$ cat src/rtl/if_fetch_unit_pkg.sv
// Shared definitions for the instruction-fetch stage.
//   NPC_*       : next-PC select encodings, the same values the controller drives
//                 on NPCOp. Each non-plus4 encoding is one-hot, so the selector
//                 tests individual bits.
//   WORD_MASK   : low address bits that must be zero for a word fetch.
//   opcode_of / funct3_of / funct7_of : return the decoder fields of an instruction word.
package if_fetch_unit_pkg;

  localparam logic [2:0]  NPC_PLUS4  = 3'b000;
  localparam logic [2:0]  NPC_BRANCH = 3'b001;
  localparam logic [2:0]  NPC_JUMP   = 3'b010;
  localparam logic [2:0]  NPC_JALR   = 3'b100;

  localparam logic [31:0] WORD_MASK  = 32'h0000_0003;

  function automatic logic [6:0] opcode_of(input logic [31:0] ins);
    return ins[6:0];
  endfunction

  function automatic logic [2:0] funct3_of(input logic [31:0] ins);
    return ins[14:12];
  endfunction

  function automatic logic [6:0] funct7_of(input logic [31:0] ins);
    return ins[31:25];
  endfunction

endpackage

$ cat src/rtl/if_fetch_unit_npc.sv
// npc_calc: purely combinational next-PC selector.
//   pc, imm, alu_result : 32-bit operands (the current PC, the extended immediate, the jalr sum)
//   npc_op              : NPCOp select, priority jalr > jal > branch > plus4
//   target              : selected next PC (all sums wrap at 32 bits)
//   misaligned          : target is not word-aligned
module npc_calc
  import if_fetch_unit_pkg::*;
(
  input  logic [31:0] pc,
  input  logic [31:0] imm,
  input  logic [31:0] alu_result,
  input  logic [2:0]  npc_op,
  output logic [31:0] target,
  output logic        misaligned
);

  logic [31:0] pc_imm;
  logic [31:0] pc_inc;

  assign pc_imm = pc + imm;
  assign pc_inc = pc + 32'd4;

  // Bit tests rather than a full-value case so that multi-hot or undefined
  // selects still resolve to exactly one target.
  always_comb begin
    target = pc_inc;
    if (|(npc_op & NPC_JALR))        target = alu_result & ~32'h1;
    else if (|(npc_op & NPC_JUMP))   target = pc_imm;
    else if (|(npc_op & NPC_BRANCH)) target = pc_imm;
  end

  assign misaligned = |(target & WORD_MASK);

endmodule

$ cat src/rtl/if_fetch_unit.sv
// if_fetch_unit: multi-cycle fetch stage (FETCH -> WAIT -> EXEC, HALT on a bad PC).
//   clk, rst                       : clock, asynchronous active-high reset
//   imem_req_valid/addr/ready      : word-read request channel (addr == pc)
//   imem_rsp_valid/data            : read response, sampled only in WAIT
//   instr, instr_valid             : instruction register and its execute strobe
//   pc, pc_plus4                   : PC of instr and its link value
//   NPCOp, imm, alu_result         : next-PC select and operands from the decoder/ALU
//   ex_stall                       : hold the current instruction in EXEC
//   instret                        : retired-instruction count (wraps)
//   misalign_err, halt             : sticky misaligned-target flag and halted state
module if_fetch_unit
  import if_fetch_unit_pkg::*;
#(
  parameter logic [31:0] RESET_PC  = 32'h0000_0000,
  parameter logic [31:0] NOP_INSTR = 32'h0000_0013
) (
  input  logic        clk,
  input  logic        rst,
  output logic        imem_req_valid,
  output logic [31:0] imem_req_addr,
  input  logic        imem_req_ready,
  input  logic        imem_rsp_valid,
  input  logic [31:0] imem_rsp_data,
  output logic [31:0] instr,
  output logic        instr_valid,
  output logic [31:0] pc,
  output logic [31:0] pc_plus4,
  input  logic [2:0]  NPCOp,
  input  logic [31:0] imm,
  input  logic [31:0] alu_result,
  input  logic        ex_stall,
  output logic [31:0] instret,
  output logic        misalign_err,
  output logic        halt
);

  typedef enum logic [1:0] {
    FETCH = 2'd0,
    WAIT  = 2'd1,
    EXEC  = 2'd2,
    HALT  = 2'd3
  } state_e;

  state_e      state_q, state_d;
  logic [31:0] pc_q, pc_d;
  logic [31:0] instr_q, instr_d;
  logic [31:0] instret_q, instret_d;
  logic        misalign_q, misalign_d;
  logic        req_valid_q, req_valid_d;
  logic        instr_valid_q, instr_valid_d;
  logic        halt_q, halt_d;

  logic [31:0] target;
  logic        target_misaligned;

  npc_calc u_npc (
    .pc         (pc_q),
    .imm        (imm),
    .alu_result (alu_result),
    .npc_op     (NPCOp),
    .target     (target),
    .misaligned (target_misaligned)
  );

  always_comb begin
    state_d    = state_q;
    pc_d       = pc_q;
    instr_d    = instr_q;
    instret_d  = instret_q;
    misalign_d = misalign_q;
    case (state_q)
      // req_valid_q gates acceptance so nothing is taken in the reset-release cycle.
      FETCH: if (req_valid_q && imem_req_ready) state_d = WAIT;
      WAIT: begin
        if (imem_rsp_valid) begin
          instr_d = imem_rsp_data;
          state_d = EXEC;
        end
      end
      EXEC: begin
        if (!ex_stall) begin
          if (target_misaligned) begin
            misalign_d = 1'b1;
            state_d    = HALT;
          end else begin
            pc_d      = target;
            instret_d = instret_q + 32'd1;
            state_d   = FETCH;
          end
        end
      end
      HALT:    state_d = HALT;
      default: state_d = FETCH;
    endcase
    // Strobes are decoded from the next state so they come straight from flops.
    req_valid_d   = (state_d == FETCH);
    instr_valid_d = (state_d == EXEC);
    halt_d        = (state_d == HALT);
  end

  always_ff @(posedge clk or posedge rst) begin
    if (rst) begin
      state_q       <= FETCH;
      pc_q          <= RESET_PC;
      instr_q       <= NOP_INSTR;
      instret_q     <= 32'd0;
      misalign_q    <= 1'b0;
      req_valid_q   <= 1'b0;
      instr_valid_q <= 1'b0;
      halt_q        <= 1'b0;
    end else begin
      state_q       <= state_d;
      pc_q          <= pc_d;
      instr_q       <= instr_d;
      instret_q     <= instret_d;
      misalign_q    <= misalign_d;
      req_valid_q   <= req_valid_d;
      instr_valid_q <= instr_valid_d;
      halt_q        <= halt_d;
    end
  end

  assign imem_req_valid = req_valid_q;
  assign imem_req_addr  = pc_q;
  assign instr          = instr_q;
  assign instr_valid    = instr_valid_q;
  assign pc             = pc_q;
  assign pc_plus4       = pc_q + 32'd4;
  assign instret        = instret_q;
  assign misalign_err   = misalign_q;
  assign halt           = halt_q;

endmodule

$ cat config.mk
export PLATFORM = sky130hd
export DESIGN_NAME = if_fetch_unit
export DESIGN_NICKNAME = d
export VERILOG_FILES = /design/src/rtl/if_fetch_unit_pkg.sv /design/src/rtl/if_fetch_unit_npc.sv /design/src/rtl/if_fetch_unit.sv
export SDC_FILE = /design/constraint.sdc
export NUM_CORES = 1
export LEC_CHECK = 0
export CELL_PAD_IN_SITES_DETAIL_PLACEMENT = 1
export CELL_PAD_IN_SITES_GLOBAL_PLACEMENT = 2
export CORE_MARGIN = 4
export CORE_UTILIZATION = 28
export DETAILED_ROUTE_END_ITERATION = 16
export PLACE_DENSITY = 0.83
export SLEW_MARGIN = 10
export SYNTH_ARGS = -nofsm -noshare
export SYNTH_HDL_FRONTEND = slang
export SYNTH_SLANG_ARGS = --single-unit
$ cat constraint.sdc
create_clock -name clk -period 6.8 [get_ports clk]
set_clock_uncertainty 0.15 [all_clocks]
set_input_delay 0.68 -clock clk [delete_from_list [all_inputs] [get_ports clk]]
set_output_delay 0.68 -clock clk [all_outputs]
set_load 0.005 [all_outputs]
==> impl_metrics.py, run 1 <==
metrics = {
    "floorplanning": {
        "core_area_mm2": 0.0252,
        "fp.dieW_um": 168,
        "rows": 58,
        "die-area_mm2": 0.0282,
        "io_pins": 268,
        "die_h_um": 168,
        "floorplan.initialDensity_pct": 28.4,
    },
    "routing": {
        "ant_nets": 0,
        "wl_um": 27900,
        "drt_iter0_markers": 358,
        "dr.pass1.iters": 5,
        "dr_total_vias": 6913,
        "drc": 0,
        "wire_per_inst_um": 20.8,
        "viasPerCell": 5.14,
    },
    "clock_network": {
        "clkTransAtPathRegs_ns": 0.08,
        "clock_latency_ns": 0.35,
        "cts.sinks": 102,
        "numCtsBuffers": 9,
        "postCtsSetupBuffers": 0,
        "clock_path_buffers": 2,
        "root_buffer": "clkbuf_16",
        "cts_tree": "built",
        "post_cts_resize_count": 0,
        "ctsHoldBuffers": 0,
        "htreeDepth": 3,
    },
    "power_and_ir_drop": {
        "ir_drop_v": 0.000166,
        "power_leakage_nw": 4.15,
        "power-per-cell-area_mw_per_mm2": 391,
        "p_total_mw": 3.98,
    },
    "placed_design": {
        "place_area_mm2": 0.00992,
        "post-dp-hpwl_um": 21500,
        "port_buffers": 266,
        "dp_slack_ns": 2.57,
        "place_inst": 1328,
        "place.gp.congestion": 0.869,
    },
    "yosys": {
        "synth_adder_area_share_pct": 6.05,
        "synth-seq-cells": 102,
        "syn-cell-area_mm2": 0.00715,
        "syn_area_per_cell_um2": 9.09,
        "syn-num-nets": 925,
        "synthFlopType": "dfrtp_1",
        "synth-xor-area-share_pct": 10.1,
        "synth-edff-count": 0,
        "async_flop_share_pct": 100,
        "synth_compound_area_share_pct": 18.2,
        "muxShareOfSynthArea_pct": 5.61,
        "synth_cell_type_count": 72,
        "synth_simple_gate_area_share_pct": 18.3,
        "ys_seq_area_share_pct": 35.7,
        "ys_warn_count": 0,
        "synthCells": 787,
        "synth_top_family_by_area": "simple AND/OR/NAND/NOR gates",
    },
    "min_path": {
        "hold_depth": 1,
        "min_to": "instret[31]",
        "hp-start": "instret[31]",
        "worst_hold_path_type": "flop to flop",
    },
    "layout": {
        "final_nets": 1147,
        "antenna_cells": 0,
        "layout-drive-gt1-share_pct": 8.19,
        "fin_area_mm2": 0.0102,
        "post_layout_nonfiller_instances": 1344,
        "area_delta_synth_final_pct": 42.6,
    },
    "global_route": {
        "grt_max_degree": 64,
        "antenna_found_initial": 0,
        "grt_use_total_pct": 19.3,
        "grt_pass1_wl_um": 43000,
        "grt_pass1_vias": 7315,
        "grt_overflow": 0,
    },
    "timing": {
        "post-route-period-util_pct": 64.8,
        "finalWorstPathRequiredPeriod_ns": 4.41,
        "setup_ws_ns": 2.39,
        "fmax_ghz": 0.227,
        "slew_headroom_pct": 37.2,
        "setup_tns_ns": 0,
        "worst_pin_slew_ns": 0.935,
        "setup_violations": 0,
        "report.final.slew_viol_count": 0,
        "rsz0062_at_grt": "false",
        "hold_violations": 0,
    },
    "critical_path": {
        "cp-end-kind": "primary output",
        "slowest_stage": "nor3_1",
        "start_kind": "flop",
        "worstPathCellList": "ha_1, nand4_1, nor3_1, and3_1, nand4_1, xnor2_1, clkdlybuf4s50_1",
        "r2r-end": "imem_req_addr[10]",
        "path_buf_inv": 1,
        "critPathMostFrequentCell": "nand4_1",
        "worst-endpoint-arrival_ns": 3.58,
        "path_max_fanout": 10,
        "cp.required_ns": 5.97,
        "crit_family": "simple AND/OR/NAND/NOR gates",
        "crit_type": "flop to primary output",
        "rr_worst_depth": 10,
        "r2r_start": "imem_req_addr[0]",
        "cpPeakStageDelay_ns": 0.83,
        "rrSetupSlack_ns": 3.14,
    },
    "status": {
        "status": "complete, no violations",
    },
    "run": {
        "cap_violations": 0,
    },
}
[placed cells by master (no fill, tap or decap), drive strengths merged, types with 6 or more instances in the layout]
cell	netlist	layout
a221oi	6	6
clkbuf	21	10
and2	6	6
a21oi	56	56
a21o	13	13
and3	20	20
o22ai	11	11
inv	16	18
buf	41	7
mux2	33	33
o21ai	40	40
ha	33	33
nand4	12	12
nand2	77	77
dfrtp	99	99
a31oi	7	7
xnor2	56	56
or3	11	11
a211oi	7	7
o221ai	9	9
clkdlybuf4s50	0	266
nor2	60	60
nand3	33	33
xor2	26	26
nor3	19	19
[area by class of cell]
type | count | area (µm²)
Clock buffer | 10 | 229
Clock inverter | 6 | 56.3
Fill cell | 2915 | 15000
Inverter | 16 | 62.6
Multi-Input combinational cell | 607 | 4170
Sequential cell | 102 | 2560
Tap cell | 330 | 413
Timing Repair Buffer | 273 | 2720
[routing by layer]
layer	vias to the layer above	part of all wire, %	global-route usage [%]
li1	3269	-	-
met3	14	5.4	2.65
met4	0	0.74	3.78
met2	218	48	32.7
met1	3412	46	26.4
met5	-	0	0
[metrics by stage]
stage	hold slack, ns	utilization (%)
floorplan	0.315	-
global placement	0.310	39.4
detailed placement	0.317	39.4
CTS	0.334	40.5
global route	0.360	40.5
finish	0.330	40.5
[worst reg2reg max path: cells and delay by family (launching register included)]
| kind | cells | cell delay (ns) |
|---|---|---|
| simple gates | 3 | 1.41 |
| fa+ha+maj | 2 | 0.71 |
| compound gates | 5 | 0.76 |
| flops | 1 | 0.54 |
[worst max path at each step]
stage,slack [ns],to,depth (start not counted),from
6_report,2.39,pc_plus4[26],7,imem_req_addr[2]
5_1_grt,2.11,pc_plus4[26],7,imem_req_addr[2]
4_1_cts,2.38,pc_plus4[26],7,imem_req_addr[2]
3_5_place_dp,2.57,imem_req_addr[10],11,imm[0]
3_3_place_gp,2.55,imem_req_addr[25],10,imm[0]
2_1_floorplan,3.30,halt,1,rst
[synthesized netlist by cell type (6+ instances only)]
cell | instances | area share, %
o22ai_1 | 11 | 0.96
nor2_1 | 59 | 3.1
dfrtp_1 | 99 | 35
a31oi_1 | 7 | 0.61
xor2_1 | 26 | 3.2
ha_1 | 33 | 5.8
o221ai_1 | 7 | 0.86
inv_1 | 16 | 0.84
a21oi_1 | 56 | 3.9
buf_4 | 35 | 3.7
and2_1 | 6 | 0.52
mux2_2 | 33 | 5.2
a21o_1 | 13 | 1.4
and3_1 | 20 | 1.7
o21ai_0 | 39 | 2.7
nand4_1 | 11 | 0.96
clkbuf_1 | 21 | 1.1
a211oi_1 | 6 | 0.63
or3_1 | 11 | 0.96
nand2_1 | 76 | 4.0
nor3_1 | 18 | 1.3
xnor2_1 | 55 | 6.7
nand3_1 | 32 | 2.2
[state kept, by name (all words and copies together) (netlist names)]
register        cells
imem_req_addr      32
instret            32
misalign_err        1
instr              32
state_q             2
halt                1
imem_req_valid      1
instr_valid         1
[logic make-up (layout without fill, tap and decap cells)]
group,after synthesis,count (layout)
compound gates,191,191
xor+xnor,82,82
fa+ha+maj,34,34
buf+inv,78,305
flops,102,102
mux,36,36
simple gates,264,264
[report_power, final]
group          switching (mW)  internal, mW
Sequential              0.296         0.819
Combinational            1.06          1.29
Clock                   0.266         0.257
Total                    1.62          2.36
Power figures use the tool's default switching activity.
==> inputs of run 2 (changes only) <==
--- a/config.mk
+++ b/config.mk
@@ -8,9 +8,9 @@
 export CELL_PAD_IN_SITES_DETAIL_PLACEMENT = 1
 export CELL_PAD_IN_SITES_GLOBAL_PLACEMENT = 2
 export CORE_MARGIN = 4
-export CORE_UTILIZATION = 28
+export CORE_UTILIZATION = 26
 export DETAILED_ROUTE_END_ITERATION = 16
-export PLACE_DENSITY = 0.83
+export PLACE_DENSITY = 0.78
 export SLEW_MARGIN = 10
 export SYNTH_ARGS = -nofsm -noshare
 export SYNTH_HDL_FRONTEND = slang
==> constraint.sdc (replaced) <==
create_clock -name clk -period 4.16 [get_ports clk]
set_clock_uncertainty 0.15 [all_clocks]
set_input_delay 0.416 -clock clk [delete_from_list [all_inputs] [get_ports clk]]
set_output_delay 0.416 -clock clk [all_outputs]
set_load 0.005 [all_outputs]
==> run 2 against run 1 <==
Against the previous run:
- register-to-register slack got worse by 2.3 ns
- via count rose by 0.19%
- hold slack got worse by 0.0052 ns
- final cell count rose by 1.8%
- non-clock buffer count rose by 13
- setup slack got worse by 2.0 ns
- utilization fell by 2.4 points
- critical path depth rose by 1
- power rose by 65%
- clock power rose by 62%
- count of clock-buffer cells in the layout did not move
- final area rose by 1.1%
- largest cell class unchanged
==> impl_metrics.py, run 2 (synthesis gave the netlist of run 1 again) <==
metrics = {
    "timing": {
        "worst_pin_slew_ns": 1.08,
        "finalWorstPathRequiredPeriod_ns": 3.75,
        "setup_ws_ns": 0.412,
        "setup_violations": 0,
        "hold_violations": 0,
        "fin_hold_ws_ns": 0.325,
        "report.final.slew_viol_count": 0,
        "setup_tns_ns": 0,
        "rsz0062_at_grt": "false",
        "fmax_ghz": 0.267,
        "slew_headroom_pct": 27.5,
        "post-route-period-util_pct": 90.1,
    },
    "routing": {
        "viasPerCell": 5.06,
        "dr_total_vias": 6926,
        "wl_um": 28400,
        "drt_iter0_markers": 427,
        "dr.pass1.iters": 5,
        "wire_per_inst_um": 20.8,
        "drc": 0,
        "ant_nets": 0,
    },
    "critical_path": {
        "cp.required_ns": 3.59,
        "crit_type": "flop to primary output",
        "start_kind": "flop",
        "path_max_fanout": 10,
        "cp-end-kind": "primary output",
        "worst-endpoint-arrival_ns": 3.18,
    },
    "floorplanning": {
        "die-area_mm2": 0.0302,
        "floorplan.initialDensity_pct": 26.5,
        "io_pins": 268,
        "fp.dieW_um": 174,
        "die_h_um": 174,
        "rows": 60,
        "core_area_mm2": 0.0270,
    },
    "power_and_ir_drop": {
        "pwr-share-comb_pct": 59.8,
        "clkPwrFrac_pct": 12.9,
        "power_leakage_nw": 4.21,
        "switchingPower_mw": 2.67,
        "ir_drop_v": 0.000230,
        "p_int_mw": 3.89,
        "power-per-cell-area_mw_per_mm2": 637,
        "seqPwrFrac_pct": 27.3,
        "p_sw_share_pct": 40.7,
    },
    "placed_design": {
        "post-dp-hpwl_um": 22200,
        "port_buffers": 266,
        "place_inst": 1352,
        "dp_slack_ns": 0.550,
        "place.gp.congestion": 0.835,
        "place_area_mm2": 0.0100,
    },
    "layout": {
        "mostFrequentLayoutCell": "clkdlybuf4s50_1",
        "final_nets": 1160,
        "fillers": 3112,
        "final_cell_mix": "clkdlybuf4s50_1 (266), dfrtp_1 (99), nand2_1 (76), nor2_1 (58), a21oi_1 (56)",
        "post_layout_nonfiller_instances": 1368,
        "antenna_cells": 0,
        "fin_area_mm2": 0.0103,
        "area_delta_synth_final_pct": 44.1,
        "layout-drive-gt1-share_pct": 9.35,
    },
    "clock_network": {
        "clock_latency_ns": 0.36,
        "root_buffer": "clkbuf_16",
        "clkTransAtPathRegs_ns": 0.08,
        "numCtsBuffers": 9,
        "clock_path_buffers": 2,
        "cts.sinks": 102,
        "htreeDepth": 3,
        "post_cts_resize_count": 0,
        "postCtsSetupBuffers": 0,
        "ctsHoldBuffers": 0,
        "cts_tree": "built",
    },
    "status": {
        "status": "complete, no violations",
    },
    "global_route": {
        "antenna_found_initial": 1,
        "grt_use_total_pct": 18.3,
        "grt_max_degree": 73,
        "grt_overflow": 0,
        "grt_pass1_wl_um": 44000,
        "grt_pass1_vias": 7369,
    },
    "min_path": {
        "worst_hold_path_type": "flop to flop",
    },
    "run": {
        "cap_violations": 0,
    },
}
## run 2: cell count changes in the layout (fill, tap and decap cells not counted), sizes merged
cell	change
clkinv	-1
buf	+13
inv	+1
## run 2: routing by layer
layer / vias to the layer above / part of all wire (%) / track usage, %
met1: 3395 / 46 / 24.5
li1: 3290 / - / -
met5: - / 0.046 / 0
met2: 220 / 47 / 31.5
met4: 2 / 0.83 / 2.71
met3: 19 / 5.3 / 3.64
## run 2: worst paths after layout
check	start	depth (start not counted)	end	slack (ns)
min in group asynchronous	rst	2	instr[25]	0.50
max in group asynchronous	rst	3	instret[17]	2.48
min	instret[31]	1	instret[31]	0.32
min reg2reg	instret[31]	1	instret[31]	0.32
max reg2reg	imem_req_addr[0]	10	imem_req_addr[30]	0.88
max	imem_req_addr[2]	8	pc_plus4[26]	0.41
## run 2: through the flow
stage	util, %	total power [mW]
floorplan	-	3.89
global placement	37.1	5.71
detailed placement	37.1	5.76
CTS	38.2	6.65
global route	38.2	7.09
finish	38.2	6.56
## run 2: cell type report
class,count,area (µm²),share of cell area [%]
clock inverter,6,53.8,0.522
inverter,16,62.6,0.607
clock buffer,10,229,2.22
sequential,102,2560,24.8
multi-input combinational,607,4170,40.4
timing repair buffer,286,2810,27.3
tap,341,427,4.14
## run 2: critical path, cell delays in order (launching register included)
cell,delay (ns)
dfrtp_1,0.61
ha_1,0.28
nand4_1,0.22
nor3_1,0.24
buf_4,0.18
and3_1,0.29
nand4_1,0.14
xnor2_1,0.31
clkdlybuf4s50_1,0.57
## run 2: power by group through the flow
| stage | clock (mW) | sequential [mW] | combinational, mW |
|---|---|---|---|
| 2_1_floorplan | 0 | 1.74 | 2.15 |
| 3_3_place_gp | 0 | 1.80 | 3.91 |
| 3_5_place_dp | 0 | 1.82 | 3.94 |
| 4_1_cts | 0.880 | 1.80 | 3.96 |
| 5_1_grt | 0.924 | 1.86 | 4.31 |
| 6_report | 0.847 | 1.79 | 3.92 |
